--- src/rtl/ordered_set_generator.sv ---
// ordered_set_generator: turns ordered-set requests, user bytes and LFSR idles into a K/D symbol stream
package aurora_pkg;
   typedef enum logic [1:0] {NONE = 2'd0, SP = 2'd1, I = 2'd2, VER = 2'd3} ordered_sets_e;
endpackage

module ordered_set_generator
   import aurora_pkg::*;
(
   input  logic          clk,
   input  logic          rst_n,
   input  ordered_sets_e ordered_sets,
   input  logic          init_finished,
   input  logic [7:0]    tx_data,
   input  logic          tx_valid,
   output logic          tx_ready,
   output logic [7:0]    tx_symbol,
   output logic          tx_is_k,
   output logic          seq_start
);
   logic [1:0] pos, pos_nxt;
   logic       ver, ver_nxt;
   logic [6:0] lfsr;
   logic [4:0] a_gap, a_gap_nxt;
   logic [7:0] sym_nxt, idle_sym;
   logic       k_nxt, ss_nxt, idle_a, a_emit;
   assign tx_ready = init_finished && (ordered_sets == NONE) && (pos == 2'd0);
   assign idle_a   = (lfsr[2:0] == 3'b000) && (a_gap >= 5'd16);
   assign idle_sym = idle_a ? 8'h7C : lfsr[0] ? 8'hBC : 8'h1C;
   always_comb begin
      pos_nxt = pos;
      ver_nxt = ver;
      sym_nxt = idle_sym;
      k_nxt   = 1'b1;
      ss_nxt  = 1'b0;
      a_emit  = 1'b0;
      if (pos != 2'd0) begin
         sym_nxt = ver ? 8'hB5 : 8'h95;
         k_nxt   = 1'b0;
         pos_nxt = pos + 2'd1;
      end else if (ordered_sets == SP || ordered_sets == VER) begin
         sym_nxt = 8'hBC;
         ss_nxt  = 1'b1;
         pos_nxt = 2'd1;
         ver_nxt = (ordered_sets == VER);
      end else if (tx_valid && tx_ready) begin
         sym_nxt = tx_data;
         k_nxt   = 1'b0;
      end else begin
         a_emit  = idle_a;
      end
      a_gap_nxt = a_emit ? 5'd0 : (a_gap >= 5'd16) ? 5'd16 : a_gap + 5'd1;
   end
   always_ff @(posedge clk or negedge rst_n) begin
      if (!rst_n) begin
         pos       <= 2'd0;
         ver       <= 1'b0;
         lfsr      <= 7'h7F;
         a_gap     <= 5'd0;
         tx_symbol <= 8'hBC;
         tx_is_k   <= 1'b1;
         seq_start <= 1'b0;
      end else begin
         pos       <= pos_nxt;
         ver       <= ver_nxt;
         lfsr      <= {lfsr[5:0], lfsr[6] ^ lfsr[5]};
         a_gap     <= a_gap_nxt;
         tx_symbol <= sym_nxt;
         tx_is_k   <= k_nxt;
         seq_start <= ss_nxt;
      end
   end
endmodule

--- config.mk ---
export PLATFORM = sky130hd
export DESIGN_NAME = ordered_set_generator
export DESIGN_NICKNAME = d
export VERILOG_FILES = /design/src/rtl/ordered_set_generator.sv
export SDC_FILE = /design/constraint.sdc
export NUM_CORES = 1
export LEC_CHECK = 0
export ABC_CLOCK_PERIOD_IN_PS = 1600
export CELL_PAD_IN_SITES_DETAIL_PLACEMENT = 0
export CELL_PAD_IN_SITES_GLOBAL_PLACEMENT = 1
export CORE_MARGIN = 2
export CORE_UTILIZATION = 37
export DETAILED_ROUTE_END_ITERATION = 6
export PLACE_DENSITY_LB_ADDON = 0.1
export SYNTH_ARGS = -nofsm -noshare
export SYNTH_HDL_FRONTEND = slang
export SYNTH_SLANG_ARGS = --single-unit
export TNS_END_PERCENT = 20
--- constraint.sdc ---
create_clock -name clk -period 1.6 [get_ports clk]
set_input_delay 0.4 -clock clk [delete_from_list [all_inputs] [get_ports clk]]
set_output_delay 0.4 -clock clk [all_outputs]
set_load 0.1 [all_outputs]
==> Yosys cells after proc, flatten, opt, wreduce, memory -nomap -nowiden <==
Index checks and enable logic that the tools add are counted.
{ "op_classes": {"add_sub_neg": 2, "mul": 0, "n_div": 0, "n_lt_le_gt_ge": 1, "eq_ne": 2, "n_shift": 0, "mux": 18, "bitwise": 2, "n_reduce_logical": 11} }
{ "op_table": {"columns": ["operator", "n"], "rows": [
  ["two-way mux 8 bit", 5],
  ["two-way mux 5 bit", 2],
  ["two-way mux 1 bit", 8],
  ["two-way mux 6 bit", 1],
  ["adder 5 x 1 -> 5 bit, second input constant", 1],
  ["greater-or-equal comparator 5 bit, second input constant", 1],
  ["logical AND 1 bit", 4],
  ["zero test 2 bit", 2],
  ["two-way mux 2 bit", 2],
  ["nonzero test 2 bit", 2],
  ["zero test 3 bit", 1],
  ["adder 2 x 1 -> 2 bit, second input constant", 1],
  ["== test 2 x 1 -> 1 bit, second input constant", 1],
  ["== test 2 bit, second input constant", 1],
  ["AND reduction 2 bit", 1],
  ["logical OR 1 bit", 1],
  ["NOT 1 bit", 1],
  ["bitwise XOR 1 bit", 1]
]} }
{ "totals": {"regBits": 25, "latchBits": 0, "ramBits": 0, "mem_bits_ro": 0, "in_bits": 14, "output_inout_bits": 11, "word_cells": 43, "mem_count": 0} }

==> Depth between registers and ports, before layout <==
Gate-level depths: netlist of run 1.
{ "depth": {"ltp_word": 8, "ltp_mapped": 5, "mapped_depth_nobuf": 5} }

==> Least setup slack after synthesis of run 1 <==
No wires, ideal clock.
{ "synth_path": {"path_kind": "flip-flop to flip-flop", "from": "register pos[0]", "to": "register tx_symbol[5]", "setup_time_ns": 0.081, "t_arrival_ns": 1.530, "required_ns": 1.519, "path_slack_ns": -0.011, "stages_incl_launch_ff": 6, "n_path_buf": 0, "period_less_slack_ns": 1.611, "cell_sequence": "dfrtp_1 -> inv_1 -> ha_1 -> and4bb_4 -> nand2_2 -> o221a_1"} }
{ "synth_via": {"elab_chain_cells": 6} }
{ "synth_rtl": {"columns": ["item", "line_no", "source"], "rows": [
  ["from (decl)", "20", "logic [1:0] pos, pos_nxt;"],
  ["from (signal assigned)", "63", "pos <= pos_nxt;"],
  ["zero test 2 bit", "26", "assign tx_ready = init_finished && (ordered_sets == NONE) && (pos == 2'd0);"],
  ["logical AND 1 bit", "26", null],
  ["named net tx_ready", "15", "output logic tx_ready,"],
  ["logical AND 1 bit", "45", "end else if (tx_valid && tx_ready) begin"],
  ["two-way mux 8 bit", "45", null],
  ["two-way mux 8 bit", "40", "end else if (ordered_sets == SP || ordered_sets == VER) begin"],
  ["two-way mux 8 bit", "36", "if (pos != 2'd0) begin"],
  ["named net sym_nxt[5]", "24", "logic [7:0] sym_nxt, idle_sym;"],
  ["to (signal assigned)", "67", "tx_symbol <= sym_nxt;"],
  ["to (decl)", "16", "output logic [7:0] tx_symbol,"]
]} }
The timed path passes the listed nets, and every way through them passes these cells.
A chain may end at the register's enable or synchronous reset.

==> Final worst setup path of run 1 <==
{ "layout_path": {"from": "input port ordered_sets[1]", "to": "output port tx_ready"} }
{ "layout_via": {"elab_chain_cells": 3} }
{ "layout_rtl": {"columns": ["item", "line_no", "source"], "rows": [
  ["from (decl)", "11", "input ordered_sets_e ordered_sets,"],
  ["zero test 2 bit", "26", null],
  ["logical AND 1 bit (2 in a row)", "26", null],
  ["to (decl)", "15", null]
]} }
No other way between the ends.

==> impl_results.md, run 1 <==
- Dominant synthesized flop cell: dfstp_2
- Worst R2R Setup Slack: roughly 130 ps
- Final Hold Fails: 0
- Syn-to-layout area delta: 52.28%
- Final min period: around 1800 ps
- FF-to-FF path depth: 7
- Synthesized area: about 930 sq um
- Core Region: between 2000 and 2500 sq um
- Synth Register Bits: 25
- Die Span X: approximately 54 um
- Max-Cap Viols: 0
- Starting density of the core: a little under two fifths
- Async set-reset flop share out of synthesis: between 90% and 100%
- DRT Pass-1 Iters: 1
- Critical Path Stages: 3
- Highest cell delay on the worst timing path: between 400 and 500 ps
- Type of origin of the critical path: input port
- Clock transition at the registers of the reported paths: 110 ps
- Leak: 0.6154 nW
- Worst min-delay path category: reg -> reg
- DRT iter0 DRCs: 0
- Vias in the first global route: ~660
- Mean Syn Cell Area: roughly 14 sq um
- CTS tree: yes
- Average routed wire per standard cell: approximately 13 um
- RR Startpoint: pos[0]$_DFFE_PN0P_
- Crit path from: ordered_sets[1]
- Power, Total: ~0.0025 W
- Critical Path Sink Type: output pin
- Share of layout cells above drive strength 1: 44.55%
- RSZ-0062 raised after global routing: yes
- Slowest-stage cell, CP: clkdlybuf4s50_1
- CP Class: in -> out
- Failing checks: negative setup slack
- IO Count: 25
- Crit-path cells: clkdlybuf4s50_1 -> and4bb_4 -> buf_12
- Clock Latency Late Sink: just over 300 ps
- Final wirelength: roughly 1700 um
- Max FO, Critical Path: 2
- Final setup vio count: 1
- Placed cells: about 130
- Core Rows: 18
- Remaining global-route overflow: 0
- Status: finished, violations left
- Fin crit share: 110.5%
- R2r endpoint: tx_symbol[5]$_DFF_PN1_
- Via count: around 610
- Max-slew headroom: 73.13%
- Post-synth EDFFs: 0
- CTS Buf Count: 3
- # DRC: 0
- Worst EP arrival: approximately 1400 ps
- Peak Freq: about 0.57 GHz
- I/O Buffers: 24
- Post-synthesis cell count: 65
- Sequential-to-total area share from yosys stat: between 60% and 70%
- Slew Viols, Final: 0
- Non-filler cells, final: 131
- ANT cells: 0
- GRT Total Usage: a little over an eighth
- IR drop worst, VDD: 1.311 mV
- Family with the most delay on the worst path: buffers and inverters
- Final ANT Viol Nets: 0
- Library cells used by synthesis: 28
- First-pass GRT wire length: 2787 um
- Initial antenna violation count: 0
- Crit path buffers/inverters: 2
- CP endpoint: tx_ready
- Largest net degree at the start of global routing: 26
- Number of clock sinks: 25
- Setup WS post-layout: -168.6 ps
- P per Cell Area: around 1800 nW/um^2
- Worst slew pin tran: roughly 400 ps
- Yosys Warn Count: 0
- Nets: about 120
- Clk root buf: clkbuf_4
- WP data required: around 1200 ps
- Syn_nets: a little over 80
- GP Congestion: 0.6800
- Clock Path Buffers: 2
- H-tree Lvls: 1
- Final setup TNS: -168.6 ps
- Clock skew: approximately 9.1 ps
- Die Y: 54.16 um
- Vias/cell: 4.687
- Hpwl dp: between 1000 and 1500 um
- Full die area: around 3000 sq um
## layout make-up
cell class	instances	area (sq um)
Tap cell	30	37.54
Timing Repair Buffer	32	410.4
Sequential cell	25	641.9
Clock buffer	4	26.28
Inverter	4	15.01
Fill cell	221	1015
Multi-Input combinational cell	36	286.5
## cell usage in the layout, fill, tap and decap left out, types with 3 or more instances in the layout
| cell | n |
|---|---|
| clkdlybuf4s50_1 | 13 |
| dfstp_2 | 13 |
| dfrtp_1 | 12 |
| buf_12 | 11 |
| buf_4 | 8 |
| nor2_1 | 3 |
| clkbuf_4 | 3 |
## Yosys cell counts (2+ instances only)
| cell type | instances | area share [%] |
|---|---|---|
| nand2_1 | 2 | 0.81 |
| or2_1 | 2 | 1.3 |
| dfstp_2 | 13 | 37 |
| inv_1 | 4 | 1.6 |
| nor2_1 | 3 | 1.2 |
| ha_1 | 3 | 4.0 |
| o21a_1 | 2 | 1.6 |
| dfrtp_1 | 12 | 32 |
| nand3_1 | 2 | 1.1 |
| mux2_2 | 2 | 2.4 |
| xor2_1 | 2 | 1.9 |
| nor2b_1 | 2 | 1.3 |
## flip-flops by register name (all words and copies together), names as in the netlist
signal	cells
a_gap	5
lfsr	7
pos	2
seq_start	1
tx_is_k	1
tx_symbol	8
ver	1
## stage by stage
stage | utilization (%) | hold WS (ps) | setup WS (ps) | cell area, sq um
after floorplan | - | 104.4 | 28.35 | 933.4
after global placement | 56.17 | 346.7 | -153.6 | 1366
after detailed placement | 56.17 | 348.2 | -167.7 | 1366
after CTS | 57.97 | 366.1 | -179.7 | 1410
after global routing | 58.28 | 373.9 | -205.8 | 1418
final | 58.28 | 364.0 | -168.6 | 1418
## cells by family (layout without fill, tap and decap cells)
group,after synthesis,in the layout,share of synthesized area (%)
adders and majority gates,3,3,4.033
buffers and inverters,4,40,1.612
xor gates and xnor gates,3,3,2.823
muxes,2,2,2.419
AOI/OAI and AO/OA,9,9,7.392
DFF,25,25,68.95
and+or+nand+nor,19,19,12.77
## report_power, final
part	total [W]	switching, W	internal (W)
Sequential	0.000957	0.000129	0.000829
Clock	0.000264	0.000167	0.0000973
Combinational	0.00131	0.000772	0.000536
Total	0.00253	0.00107	0.00146
## how the worst min path moves through the flow
stage / start / end / slack, ps / cells after the start
floorplan: rst_n / a_gap[0]$_DFF_PN0_ / 100 / 0
global route: lfsr[4]$_DFF_PN1_ / lfsr[5]$_DFF_PN1_ / 370 / 0
CTS: lfsr[3]$_DFF_PN1_ / lfsr[4]$_DFF_PN1_ / 370 / 0
detailed placement: lfsr[3]$_DFF_PN1_ / lfsr[4]$_DFF_PN1_ / 350 / 0
finish: lfsr[3]$_DFF_PN1_ / lfsr[4]$_DFF_PN1_ / 360 / 0
global placement: lfsr[3]$_DFF_PN1_ / lfsr[4]$_DFF_PN1_ / 350 / 0
## metal layers
metal | global-route usage [%] | wire, um | vias to the layer above
met5 | 0 | 0 | -
met4 | 2.500 | 10 | 0
met3 | 5.278 | 91 | 2
met2 | 24.10 | 922 | 16
met1 | 15.96 | 694 | 306
li1 | - | - | 290
## repair_timing
item | CTS | global route
pin swaps | 1 | 2
buffers inserted | 1 | 1
hold buffers | 0 | 0
cloned | 0 | 0
setup endpoints to repair | 1 | 1
gates resized for setup | 3 | 0
No activity file was read; power rests on OpenSTA's default activity.
==> run 2, diff against run 1 <==
--- a/config.mk
+++ b/config.mk
@@ -8,8 +8,10 @@
 export ABC_CLOCK_PERIOD_IN_PS = 1600
 export CELL_PAD_IN_SITES_DETAIL_PLACEMENT = 0
 export CELL_PAD_IN_SITES_GLOBAL_PLACEMENT = 1
+export CORE_ASPECT_RATIO = 1.4
 export CORE_MARGIN = 2
-export CORE_UTILIZATION = 37
+export CORE_UTILIZATION = 39
+export CTS_BUF_LIST = sky130_fd_sc_hd__clkbuf_8
 export DETAILED_ROUTE_END_ITERATION = 6
 export PLACE_DENSITY_LB_ADDON = 0.1
 export SYNTH_ARGS = -nofsm -noshare
==> impl_results.md, run 2 (synthesis gave the netlist of run 1 again) <==
- Final ANT Viol Nets: 0
- Remaining global-route overflow: 0
- Clock Path Buffers: 2
- Clock transition at the registers of the reported paths: around 80 ps
- Comb pwr share: between 50% and 60%
- Vias/cell: around 4.7
- FILL cells: around 190
- CTS Buf Count: 3
- GRT Total Usage: 13.78%
- Clk root buf: clkbuf_8
- Max reg flops: 8
- Die Y: between 60 and 70 um
- Biggest regs: tx_symbol: 8 flops, lfsr: 7 flops, a_gap: 5 flops
- Worst slew pin tran: 346.5 ps
- Worst EP arrival: 1300 ps
- Nets: 120
- Commonest cells after routing, fill and taps aside: dfstp_2 (13), dfrtp_1 (12), buf_12 (11), clkdlybuf4s50_1 (10), buf_4 (9)
- Hold Slack: approximately 360 ps
- Max-slew headroom: between 70% and 80%
- RSZ-0062 raised after global routing: yes
- Family with the most delay on the worst path: flip-flops
- DRT iter0 DRCs: 6
- Hpwl dp: between 1000 and 1500 um
- Vias in the first global route: ~600
- WP data required: between 1000 and 1500 ps
- Slew Viols, Final: 0
- Core Rows: 20
- Via count: about 600
- I/O Buffers: 24
- Failing checks: negative setup slack
- Clock skew: approximately 3.3 ps
- Die Span X: 45.29 um
- P_int: around 0.0016 W
- Worst min-delay path category: reg -> reg
- Hold-fix buffers, CTS: 0
- Clock Latency Late Sink: between 200 and 300 ps
- Status: finished, violations left
- Commonest non-fill, non-tap cell in the layout: dfstp_2
- Fin crit share: 106.1%
- Largest Register: tx_symbol
- Number of clock sinks: 25
- Starting density of the core: 41.80%
- Clock network power share: ~14%
- Setup WS post-layout: -97.96 ps
- Placed cells: 116
- P per Cell Area: around 1900 nW/um^2
- Final setup vio count: 1
- Reg power frac: between 30% and 40%
- CTS tree: yes
- Final wirelength: 1606 um
- # DRC: 0
- Max-Cap Viols: 0
- IO Count: 25
- NetSw: ~0.0011 W
- Highest cell delay on the worst timing path: between 300 and 400 ps
- Final min period: 1698 ps
- Syn-to-layout area delta: 53.76%
- Full die area: 2799 sq um
- Type of origin of the critical path: flop
- CP Class: reg -> out
- Peak Freq: 0.5889 GHz
- Crit path buffers/inverters: 2
- Crit-path cells: inv_2 -> ha_4 -> and4bb_4 -> buf_12
- ANT cells: 0
- H-tree Lvls: 1
- Slowest-stage cell, CP: dfrtp_1
- Core Region: 2227 sq um
- First-pass GRT wire length: between 2000 and 3000 um
- DRT Pass-1 Iters: 2
- Largest net degree at the start of global routing: 26
- IR drop worst, VDD: roughly 1.3 mV
- Sw Share: between 40% and 50%
- Non-filler cells, final: roughly 120
- Leak: 0.6353 nW
- GP Congestion: 0.6655
- Share of layout cells above drive strength 1: 46.08%
- Average routed wire per standard cell: between 10 and 15 um
- Max FO, Critical Path: 2
- Critical Path Sink Type: output pin
- Final Hold Fails: 0
- Initial antenna violation count: 0
run 2: what timing repair did:
action	CTS	global route
gates resized for setup	6	0
pin swaps	2	1
hold endpoints to repair	0	0
setup buffers	1	3
endpoints found under the setup margin	1	1
run 2: worst paths after layout:
path                               startpoint                     end  slack, ps  cells after the start
max                        pos[0]$_DFFE_PN0P_                tx_ready       -100                      4
min                         lfsr[3]$_DFF_PN1_       lfsr[4]$_DFF_PN1_        360                      0
max reg2reg                pos[0]$_DFFE_PN0P_  tx_symbol[5]$_DFF_PN1_        120                      7
min reg2reg                 lfsr[3]$_DFF_PN1_       lfsr[4]$_DFF_PN1_        360                      0
max in group asynchronous               rst_n       lfsr[5]$_DFF_PN1_        840                      2
min in group asynchronous               rst_n      a_gap[1]$_DFF_PN0_        480                      2
run 2: final cells by class:
cell class	count	area (sq um)	share of cell area [%]
clock buffers	3	41.29	2.885
clock inverters	1	5.005	0.3497
inverters	4	15.01	1.049
multi-input cells	36	286.5	20.02
flip-flops and latches	25	641.9	44.84
well taps	22	27.53	1.923
repair buffers	33	414.1	28.93
run 2: power by group through the flow:
stage               registers [W]  clock network (W)  logic [W]
finish                   0.000950           0.000363    0.00134
global route             0.000968           0.000395    0.00141
CTS                      0.000951           0.000373    0.00131
detailed placement       0.000960                  0    0.00127
global placement         0.000954                  0    0.00125
floorplan                 0.00142                  0   0.000314
run 2: through the flow:
step / util, % / power, W / setup TNS (ps) / setup slack [ps] / instance area, sq um
6_report: 64.27 / 0.002654 / -97.96 / -97.96 / 1431
5_1_grt: 64.27 / 0.002775 / -128.1 / -128.1 / 1431
4_1_cts: 63.26 / 0.002637 / -107.1 / -107.1 / 1409
3_5_place_dp: 60.56 / 0.002226 / -850.5 / -167.0 / 1349
3_3_place_gp: 60.56 / 0.002205 / -612.3 / -148.4 / 1349
2_1_floorplan: - / 0.001738 / 0 / 28.35 / 933.4
run 2: metal layers:
metal | global-route usage (%) | vias to the layer above | part of all wire, %
li1 | - | 294 | -
met5 | 0 | - | 0
met1 | 16.60 | 274 | 39
met3 | 3.468 | 5 | 4.5
met2 | 21.22 | 15 | 54
met4 | 10.08 | 0 | 2.9
==> run 3, diff against run 2 <==
--- a/config.mk
+++ b/config.mk
@@ -14,6 +14,7 @@
 export CTS_BUF_LIST = sky130_fd_sc_hd__clkbuf_8
 export DETAILED_ROUTE_END_ITERATION = 6
 export PLACE_DENSITY_LB_ADDON = 0.1
+export SLEW_MARGIN = 20
 export SYNTH_ARGS = -nofsm -noshare
 export SYNTH_HDL_FRONTEND = slang
 export SYNTH_SLANG_ARGS = --single-unit
==> results of run 3 <==
No change in the layout: final DEF, timing and power equal those of run 2.
